<file path="config.mk">
export PLATFORM = sky130hd
export DESIGN_NAME = game_core
export DESIGN_NICKNAME = d
export VERILOG_FILES = /design/src/rtl/game_core_pkg.sv /design/src/rtl/game_level_rom.sv /design/src/rtl/game_core.sv
export SDC_FILE = /design/constraint.sdc
export NUM_CORES = 1
export LEC_CHECK = 0
export CORE_MARGIN = 2
export CORE_UTILIZATION = 45
export DETAILED_ROUTE_END_ITERATION = 16
export HOLD_SLACK_MARGIN = 0.03
export PLACE_DENSITY_LB_ADDON = 0.2
export REMOVE_ABC_BUFFERS = 1
export SYNTH_ARGS = -nofsm -noshare
export SYNTH_HDL_FRONTEND = slang
export SYNTH_SLANG_ARGS = --single-unit
export TNS_END_PERCENT = 20
</file>
<file path="constraint.sdc">
create_clock -name clk -period 6.1 [get_ports clk]
set_input_delay 1.22 -clock clk [delete_from_list [all_inputs] [get_ports clk]]
set_output_delay 1.22 -clock clk [all_outputs]
set_load 0.05 [all_outputs]
</file>
<file path="src/rtl/game_core_pkg.sv">
// Shared types and level ROM contents for the Sokoban game-state engine.
// Pure constants: no latency, no flow control.
// Levels are indexed by stage; bit i of every board word is cell i (row*8+col).
package game_core_pkg;

    localparam int CELL_W   = 6;
    localparam int STAGE_W  = 2;
    localparam int N_LEVELS = 4;

    typedef logic [CELL_W-1:0]  cell_t;
    typedef logic [STAGE_W-1:0] stage_t;
    typedef logic [63:0]        board_t;

    typedef enum logic [1:0] {
        DIR_UP,
        DIR_DN,
        DIR_LF,
        DIR_RT
    } dir_t;

    localparam board_t BORDER_WALL = 64'hFF81_8181_8181_81FF;
    localparam board_t INNER_WAY   = 64'h007E_7E7E_7E7E_7E00;
    localparam board_t PILLAR      = 64'd1 << 6'o44;

    localparam board_t LVL_WALL [N_LEVELS] = '{
        BORDER_WALL, BORDER_WALL, BORDER_WALL, BORDER_WALL | PILLAR
    };
    localparam board_t LVL_WAY [N_LEVELS] = '{
        INNER_WAY, INNER_WAY, INNER_WAY, INNER_WAY & ~PILLAR
    };
    localparam board_t LVL_DEST [N_LEVELS] = '{
        64'h0000_0000_1000_0000,
        64'd1 << 6'o55,
        (64'd1 << 6'o16) | (64'd1 << 6'o61),
        (64'd1 << 6'o52) | (64'd1 << 6'o55)
    };
    localparam board_t LVL_BOX [N_LEVELS] = '{
        64'h0000_0000_0800_0000,
        64'd1 << 6'o22,
        (64'd1 << 6'o23) | (64'd1 << 6'o44),
        (64'd1 << 6'o22) | (64'd1 << 6'o25)
    };
    localparam cell_t LVL_MAN [N_LEVELS] = '{6'o32, 6'o11, 6'o66, 6'o11};

    function automatic board_t cell_bit(input cell_t c);
        return board_t'(1) << c;
    endfunction

endpackage

</file>
<file path="src/rtl/game_level_rom.sv">
// Level ROM: board bitmaps and starting position for one stage.
// Combinational, zero latency.
// No flow control; outputs follow stage continuously.
module game_level_rom
    import game_core_pkg::*;
(
    input  logic [STAGE_W-1:0] stage,
    output logic [63:0]        wall,
    output logic [63:0]        way,
    output logic [63:0]        destination,
    output logic [63:0]        init_box,
    output logic [CELL_W-1:0]  init_man
);

    assign wall        = LVL_WALL[stage];
    assign way         = LVL_WAY[stage];
    assign destination = LVL_DEST[stage];
    assign init_box    = LVL_BOX[stage];
    assign init_man    = LVL_MAN[stage];

endmodule

</file>
<file path="src/rtl/game_core.sv">
// Sokoban state engine: moves, pushes, one-step undo, retry and stage advance.
// Events sampled at a clock edge are visible right after it; win is combinational.
// No backpressure: at most one action is taken per cycle, lower-priority events are dropped.
module game_core
    import game_core_pkg::*;
#(
    parameter int NUM_STAGES = 4
) (
    input  logic        clk,
    input  logic        reset,
    input  logic [5:0]  cursor,
    input  logic        game_area,
    input  logic        left,
    input  logic        right,
    input  logic        retract,
    input  logic        retry,
    output logic [63:0] wall,
    output logic [63:0] way,
    output logic [63:0] box,
    output logic [63:0] destination,
    output logic [5:0]  man,
    output logic [1:0]  stage,
    output logic        win
);

    board_t cur_box, box_n, undo_box, undo_box_n;
    cell_t  cur_man, man_n, undo_man, undo_man_n;
    stage_t stage_n, stage_wrap;
    logic   undo_valid, undo_valid_n;

    logic   left_q, right_q, retract_q, retry_q;
    cell_t  cursor_q;
    logic   left_ev, right_ev, retract_ev, retry_ev;

    logic [2:0] mr, mc, tr, tc;
    dir_t       dir;
    logic       adj, b_ok, b_free, can_step, can_push;
    cell_t      bcell;

    game_level_rom u_rom (
        .stage       (stage),
        .wall        (wall),
        .way         (way),
        .destination (destination),
        .init_box    (cur_box),
        .init_man    (cur_man)
    );

    assign win        = (box == destination);
    assign stage_wrap = (stage == STAGE_W'(NUM_STAGES - 1)) ? '0 : stage + 1'b1;

    // A held button re-fires on every cursor cell change, so dragging walks the man.
    assign left_ev    = left && (!left_q || (cursor != cursor_q));
    assign right_ev   = right && !right_q;
    assign retract_ev = retract && !retract_q;
    assign retry_ev   = retry && !retry_q;

    assign mr = man[5:3];
    assign mc = man[2:0];
    assign tr = cursor[5:3];
    assign tc = cursor[2:0];

    // Widened compares keep col 7 -> col 0 from looking adjacent.
    always_comb begin
        adj = 1'b1;
        dir = DIR_UP;
        if (tc == mc && ({1'b0, tr} + 4'd1) == {1'b0, mr})
            dir = DIR_UP;
        else if (tc == mc && {1'b0, tr} == ({1'b0, mr} + 4'd1))
            dir = DIR_DN;
        else if (tr == mr && ({1'b0, tc} + 4'd1) == {1'b0, mc})
            dir = DIR_LF;
        else if (tr == mr && {1'b0, tc} == ({1'b0, mc} + 4'd1))
            dir = DIR_RT;
        else
            adj = 1'b0;
    end

    always_comb begin
        b_ok  = 1'b0;
        bcell = cursor;
        unique case (dir)
            DIR_UP: begin b_ok = (tr != 3'd0); bcell = cursor - 6'd8; end
            DIR_DN: begin b_ok = (tr != 3'd7); bcell = cursor + 6'd8; end
            DIR_LF: begin b_ok = (tc != 3'd0); bcell = cursor - 6'd1; end
            DIR_RT: begin b_ok = (tc != 3'd7); bcell = cursor + 6'd1; end
        endcase
    end

    assign b_free   = b_ok && way[bcell] && !box[bcell];
    assign can_step = adj && way[cursor] && !box[cursor];
    assign can_push = adj && box[cursor] && b_free;

    always_comb begin
        stage_n      = stage;
        man_n        = man;
        box_n        = box;
        undo_man_n   = undo_man;
        undo_box_n   = undo_box;
        undo_valid_n = undo_valid;
        if (retry_ev) begin
            man_n        = cur_man;
            box_n        = cur_box;
            undo_valid_n = 1'b0;
        end else if (right_ev && !game_area) begin
            stage_n      = stage_wrap;
            man_n        = LVL_MAN[stage_wrap];
            box_n        = LVL_BOX[stage_wrap];
            undo_valid_n = 1'b0;
        end else if (retract_ev && undo_valid) begin
            man_n        = undo_man;
            box_n        = undo_box;
            undo_valid_n = 1'b0;
        end else if (left_ev && game_area && !win && (can_step || can_push)) begin
            undo_man_n   = man;
            undo_box_n   = box;
            undo_valid_n = 1'b1;
            man_n        = cursor;
            if (can_push)
                box_n = (box & ~cell_bit(cursor)) | cell_bit(bcell);
        end
    end

    always_ff @(posedge clk or posedge reset) begin
        if (reset) begin
            stage      <= '0;
            man        <= LVL_MAN[0];
            box        <= LVL_BOX[0];
            undo_man   <= '0;
            undo_box   <= '0;
            undo_valid <= 1'b0;
            left_q     <= 1'b0;
            right_q    <= 1'b0;
            retract_q  <= 1'b0;
            retry_q    <= 1'b0;
            cursor_q   <= '0;
        end else begin
            stage      <= stage_n;
            man        <= man_n;
            box        <= box_n;
            undo_man   <= undo_man_n;
            undo_box   <= undo_box_n;
            undo_valid <= undo_valid_n;
            left_q     <= left;
            right_q    <= right;
            retract_q  <= retract;
            retry_q    <= retry;
            cursor_q   <= cursor;
        end
    end

endmodule

</file>
-- Yosys cells after proc, flatten, opt, wreduce, memory -nomap -nowiden
Cells that the tools add are included.
- output and inout port bits: 265
- bits in registers: 153
- bitwise gates (word level): 8
- $lt $le $gt $ge: 4
- eq/ne operators: 14
- reduce and logical (&&, ||, !) cells: 37
- $add $sub $neg: 9
- shift-type cells: 2
- multiplexer cells: 53
- operators with widths (cell ; count):
    two-way mux 64 bit ; 15
    binary-select mux 64 bit (select 2 bit) ; 5
    left shift 1 x 6 -> 64 bit, first input constant ; 2
    bitwise AND 64 bit ; 1
    == test 64 bit ; 1
    inverter 64 bit ; 1
    OR 64 bit ; 1
    two-way mux 6 bit ; 8
    binary-select mux 1 bit (select 6 bit) ; 4
    binary-select mux 6 bit (select 2 bit) ; 2
    case mux 6 bit (4 select lines) ; 1
    logical AND 1 bit ; 19
    adder 3 x 1 -> 4 bit, second input constant ; 4
    < comparator 6 x 7 -> 1 bit, second input constant ; 2
    two-way mux 1 bit ; 12
    two-way mux 2 bit ; 5
    == test 3 x 4 -> 1 bit ; 2
    == test 4 x 3 -> 1 bit ; 2
    logical NOT 1 bit ; 8
    nonzero test 4 bit ; 2
    adder 6 x 1 -> 6 bit, second input constant ; 1
    adder 6 x 4 -> 6 bit, second input constant ; 1
    == test 2 bit, second input constant ; 3
    == test 3 bit ; 2
    15 further kinds ; 23

-- Depth between registers and ports, before layout
- depth after elaboration: 20
- depth in mapped cells: 21
- gate-level depth less buffers: 18

-- Modules after synthesis
From an unflattened synthesis, not the netlist that was laid out.
- cells, all modules: 1558
- area, all modules: 14285.0 sq um
- by module, submodules not included (module ; times used ; area an instance (sq um) ; cells each ; seq. area each (sq um)):
    game_core ; 1 ; 12325.6 ; 1294 ; 3833.7
    game_level_rom ; 1 ; 1959.4 ; 264 ; 0.0

-- Worst setup path before layout
OpenSTA, ideal clock, no wires.
- kind: input to register
- from: input cursor[2]
- to: register undo_man[2]
- buffers on the path: 3
- setup slack: 0.283 ns
- arrival: 5.692 ns
- required time: 5.975 ns
- stages on the path: 21
- cells stage by stage: clkbuf_1 inv_1 buf_1 ha_1 xor2_1 and3_1 nor3_2 inv_1 ha_1 a21oi_1 nand2_1 xnor2_1 nand3_1 a222oi_1 nand2_1 a311o_1 o22a_1 o22ai_2 nand2_4 buf_6 mux2_4
- longest elaborated chain between the ends: 16
- elaborated cells between the ends (all ways): 52
- classes of those cells: add/sub: 5; eq/ne: 8; mux: 18; reduce/logical: 21
- ends and longest elaborated chain (what ; line ; text):
    from (decl) ; game_core.sv:11 ; input logic [5:0] cursor,
    adder 3 x 1 -> 4 bit / == test 3 x 4 -> 1 bit (equally long branches) ; game_core.sv:71, game_core.sv:73 ;
    == test 4 x 3 -> 1 bit / logical AND 1 bit (equally long branches) ; game_core.sv:71, game_core.sv:73 ;
    logical AND 1 bit / two-way mux 2 bit (equally long branches) ; game_core.sv:71, game_core.sv:73 ;
    two-way mux 2 bit ; game_core.sv:71 ; else if (tr == mr && ({1'b0, tc} + 4'd1) == {1'b0, mc})
    two-way mux 2 bit ; game_core.sv:69 ; else if (tc == mc && {1'b0, tr} == ({1'b0, mr} + 4'd1))
    two-way mux 2 bit ; game_core.sv:67 ; if (tc == mc && ({1'b0, tr} + 4'd1) == {1'b0, mr})
    == test 2 bit, or another cell as far along ; game_core.sv:82 ; unique case (dir)
    case mux 6 bit (4 select lines) ; game_core.sv:82 ;
    binary-select mux 1 bit (select 6 bit) ; game_core.sv:90 ; assign b_free = b_ok && way[bcell] && !box[bcell];
    two-way mux 1 bit (not written as such) ; game_core.sv:90 ;
    logical AND 1 bit / logical NOT 1 bit (equally long branches) ; game_core.sv:90 ;
    logical AND 1 bit ; game_core.sv:90 ;
    logical AND 1 bit ; game_core.sv:92 ; assign can_push = adj && box[cursor] && b_free;
    logical OR 1 bit ; game_core.sv:114 ; end else if (left_ev && game_area && !win && (can_step || can_push)) begin
    logical AND 1 bit * ; game_core.sv:114 ;
    AND reduction 4 bit (no source line) * ; n/a ;
    to (signal assigned) ; game_core.sv:141 ; undo_man <= undo_man_n;
    to (decl) ; game_core.sv:27 ; cell_t cur_man, man_n, undo_man, undo_man_n;
Every way passes the cells marked *; elsewhere a longest branch is shown, timed or not. The select of a mux whose other input is x is not followed.
A chain may end at the register's enable or synchronous reset.

-- Worst setup path in the final report
- from: input cursor[1]
- to: register undo_box[32]
- longest elaborated chain between the ends: 16
- elaborated cells between the ends (all ways): 52
- classes of those cells: add/sub: 5; eq/ne: 8; mux: 18; reduce/logical: 21
- ends and longest elaborated chain (what ; line ; text):
    adder 3 x 1 -> 4 bit / == test 3 x 4 -> 1 bit (equally long branches) ; game_core.sv:71, game_core.sv:73 ;
    == test 4 x 3 -> 1 bit / logical AND 1 bit (equally long branches) ; game_core.sv:71, game_core.sv:73 ;
    logical AND 1 bit / two-way mux 2 bit (equally long branches) ; game_core.sv:71, game_core.sv:73 ;
    two-way mux 2 bit ; game_core.sv:71 ;
    two-way mux 2 bit ; game_core.sv:69 ;
    two-way mux 2 bit ; game_core.sv:67 ;
    == test 2 bit, or another cell as far along ; game_core.sv:82 ;
    case mux 6 bit (4 select lines) ; game_core.sv:82 ;
    binary-select mux 1 bit (select 6 bit) ; game_core.sv:90 ;
    two-way mux 1 bit (not written as such) ; game_core.sv:90 ;
    logical AND 1 bit / logical NOT 1 bit (equally long branches) ; game_core.sv:90 ;
    logical AND 1 bit ; game_core.sv:90 ;
    logical AND 1 bit ; game_core.sv:92 ;
    logical OR 1 bit ; game_core.sv:114 ;
    logical AND 1 bit * ; game_core.sv:114 ;
    AND reduction 4 bit (no source line) * ; n/a ;
    to (signal assigned) ; game_core.sv:142 ; undo_box <= undo_box_n;
    to (decl) ; game_core.sv:26 ; board_t cur_box, box_n, undo_box, undo_box_n;
Marks and branches as above.

==> metrics.md <==
| Metric | Value |
|---|---|
| Leakage | `5.80 nW` |
| Hold Path Sink | `undo_man[0]` |
| Final Slew Violations | `0` |
| Final period utilization | `0.944` |
| Post-Syn Area | `11400 µm²` |
| Die area | `26600 µm²` |
| Port bufs | `92` |
| CTS buffer count | `17` |
| Routability congestion estimate from global placement | `0.968` |
| Crit path DAT | `6070 ps` |
| Yosys warns | `0` |
| Crit. End Element | `flop` |
| Cell Pwr Density | `283 nW/µm²` |
| Tmin final | `5760 ps` |
| Share of flip-flops with an asynchronous set or reset | `1.00` |
| Number of flops mapped to enable cells by yosys | `0` |
| Post-Syn Area per Cell | `9.30 µm²` |
| Via-to-Cell Ratio | `5.79` |
| Share of the synthesized area in the top cell type | `0.328` |
| Largest net degree at the start of global routing | `75` |
| RSZ-0062 raised after global routing | `false` |
| VDD IR max | `202 µV` |
| Synth Register Bits | `153` |
| Status | `completed` |
| Clock latency on the worst-skew pair | `440 ps` |
| Cts hold-fix bufs | `0` |
| TritonCTS clock tree | `yes` |
| Detail Route Antenna Nets | `0` |
| Initial antenna violation count | `1` |
| Final setup viols | `0` |
| Area of the multi-input gates | `6450 µm²` |
| R2r setup slk | `1090 ps` |
| Maximum operating frequency | `174 MHz` |
| Longest Clk Path Bufs | `2` |
| Worst-path clk slew | `70 ps` |
| CP required | `6420 ps` |
| Synth unique cells | `63` |
| Share of cells above drive strength 1 | `0.164` |
| Ports | `278` |
| Post-CTS Setup Bufs | `0` |
| FILL cells | `2337` |
| Antenna Diode Count | `0` |
| Synth top area cells | `dfrtp_1 33%, buf_4 12%, mux2_4 9.2%, o21ai_0 6.4%, mux4_2 4.0%` |
| Final HPWL DP | `24100 µm` |
| DR iter-0 viols | `1215` |
| DRC violation count after routing | `0` |
| Vias | `9640` |
| Post-Syn Instances | `1223` |
| H-tree levels | `4` |
| Initial Utilization | `0.454` |
| Reg2reg end | `undo_box[32]` |
| Synth Flop Type | `dfrtp_1` |
| Yosys top cell by area | `dfrtp_1` |
| Crit path max fanout | `35` |
| Chip Height | `163 µm` |
| CP startpoint kind | `input pin` |
| Worst-margin pin slew | `905 ps` |
| Average wire per standard cell | `21.4 µm` |
| Worst hold margin | `512 ps` |
| Most common cell after layout, fill and taps aside | `conb_1` |
| Clock Skew | `13.3 ps` |
| Drt total wl | `35600 µm` |
| DIE WIDTH | `163 µm` |
| Worst reg2reg path depth | `17` |
| Setup CP Type | `input pin to flop` |
| Vias in the first global route | `8850` |
| Commonest cells after routing, fill and taps aside | `185 x conb_1, 149 x dfrtp_1, 146 x o21ai_0` |
| First-pass GRT wire length | `54400 µm` |
| Clk sinks | `153` |
| WHS Path Cells | `1` |
| Hold WC Path Type | `flop to flop` |
| Seq/Total Area, Yosys | `0.337` |
| Register Area | `3830 µm²` |
| FP Rows | `58` |
| Tot GR Track Use | `0.268` |
| Layout Nets | `1359` |
| Core area | `25000 µm²` |
| Total gr overflow | `0` |
| Root buf cell | `clkbuf_16` |
| Max Cap Viol | `0` |
| Hold Path Origin | `undo_man[0]` |
| Util after Layout | `0.517` |
| Total power | `3.67 mW` |
| TritonRoute pass-1 iters | `6` |
| Area Overhead vs Synth | `13.7%` |
| Final hold violations | `0` |
| Slew headroom | `0.391` |
| FF-to-FF Start | `man[0]` |
[critical path, cell delays in order]
cell	delay, ps
clkdlybuf4s50_1	460
ha_1	220
ha_1	280
xor2_1	150
and3_1	190
nor3_2	310
inv_1	110
ha_1	330
buf_4	150
xnor2_1	340
buf_4	190
nand3_1	70
a222oi_1	280
nand2_1	130
a311o_1	400
o22a_1	260
o22ai_2	260
nand2_4	110
buf_12	230
mux2_4	330
[metrics by stage]
step | area, µm² | setup TNS, ps | instances | setup WS [ps]
after floorplan | 10300 | -143570 | 1143 | -2320
after global placement | 12300 | 0 | 1633 | 20.4
after detailed placement | 12300 | -3030 | 1633 | -58.9
after CTS | 12900 | 0 | 1665 | 375
after global routing | 12900 | 0 | 1665 | 81.6
final | 12900 | 0 | 1665 | 342
[worst max path at each step]
stage                     startpoint           end  slack, ps
after floorplan            cursor[5]       box[10]      -2320
after global placement     cursor[1]  undo_box[11]         20
after detailed placement   cursor[1]   undo_box[2]        -60
after CTS                  cursor[1]   undo_box[2]        370
after global routing       cursor[1]  undo_box[33]         80
final                      cursor[1]  undo_box[32]        340
[power by group]
group,internal (mW),switching [mW],total (mW)
Combinational,0.424,0.959,1.38
Clock,0.652,0.465,1.12
Sequential,1.07,0.0906,1.16
[logic make-up after synthesis]
group                    count (synthesis)  synth area share
multiplexers                           109             0.150
other                                    2          0.000660
AO/OA/AOI/OAI                          313             0.166
buffers and inverters                  279             0.160
adder cells (fa/ha/maj)                 24            0.0277
AND/OR/NAND/NOR                        314             0.135
XOR/XNOR                                29            0.0235
flip-flops                             153             0.337
[state kept, by name, summed over array words and instances, names as in the netlist]
name,cells
undo_box,64
undo_valid,1
right_q,1
retract_q,1
undo_man,6
man,6
retry_q,1
left_q,1
stage,2
cursor_q,6
box,64
[repair_timing]
item | in CTS | in global routing
gates resized for setup | 0 | 2
endpoints found under the setup margin | 0 | 23
hold endpoints to repair | 0 | 0
[Yosys cell counts (19+ instances only)]
| cell type | count |
|---|---|
| a21oi_1 | 38 |
| a31oi_1 | 60 |
| and3_1 | 30 |
| buf_4 | 189 |
| clkbuf_1 | 50 |
| dfrtp_1 | 149 |
| ha_1 | 22 |
| mux2_4 | 70 |
| mux4_2 | 20 |
| nand2_1 | 111 |
| nand3_1 | 87 |
| nor2_1 | 23 |
| nor4_1 | 19 |
| o21ai_0 | 146 |
[layer usage]
layer | track usage | up-vias | share of wire
met5 | 0 | - | 0
met4 | 0.0760 | 0 | 0.025
met3 | 0.0579 | 76 | 0.093
met2 | 0.418 | 577 | 0.46
met1 | 0.376 | 4708 | 0.42
li1 | - | 4279 | -
[cell type report]
cell class / count / share of cell area
Multi-Input combinational cell: 974 / 0.499
Sequential cell: 153 / 0.296
Inverter: 16 / 0.00503
Clock inverter: 12 / 0.0129
Timing Repair Buffer: 160 / 0.121
Clock buffer: 20 / 0.0338
Tap cell: 330 / 0.0319
(Power assumes the default switching activity.)
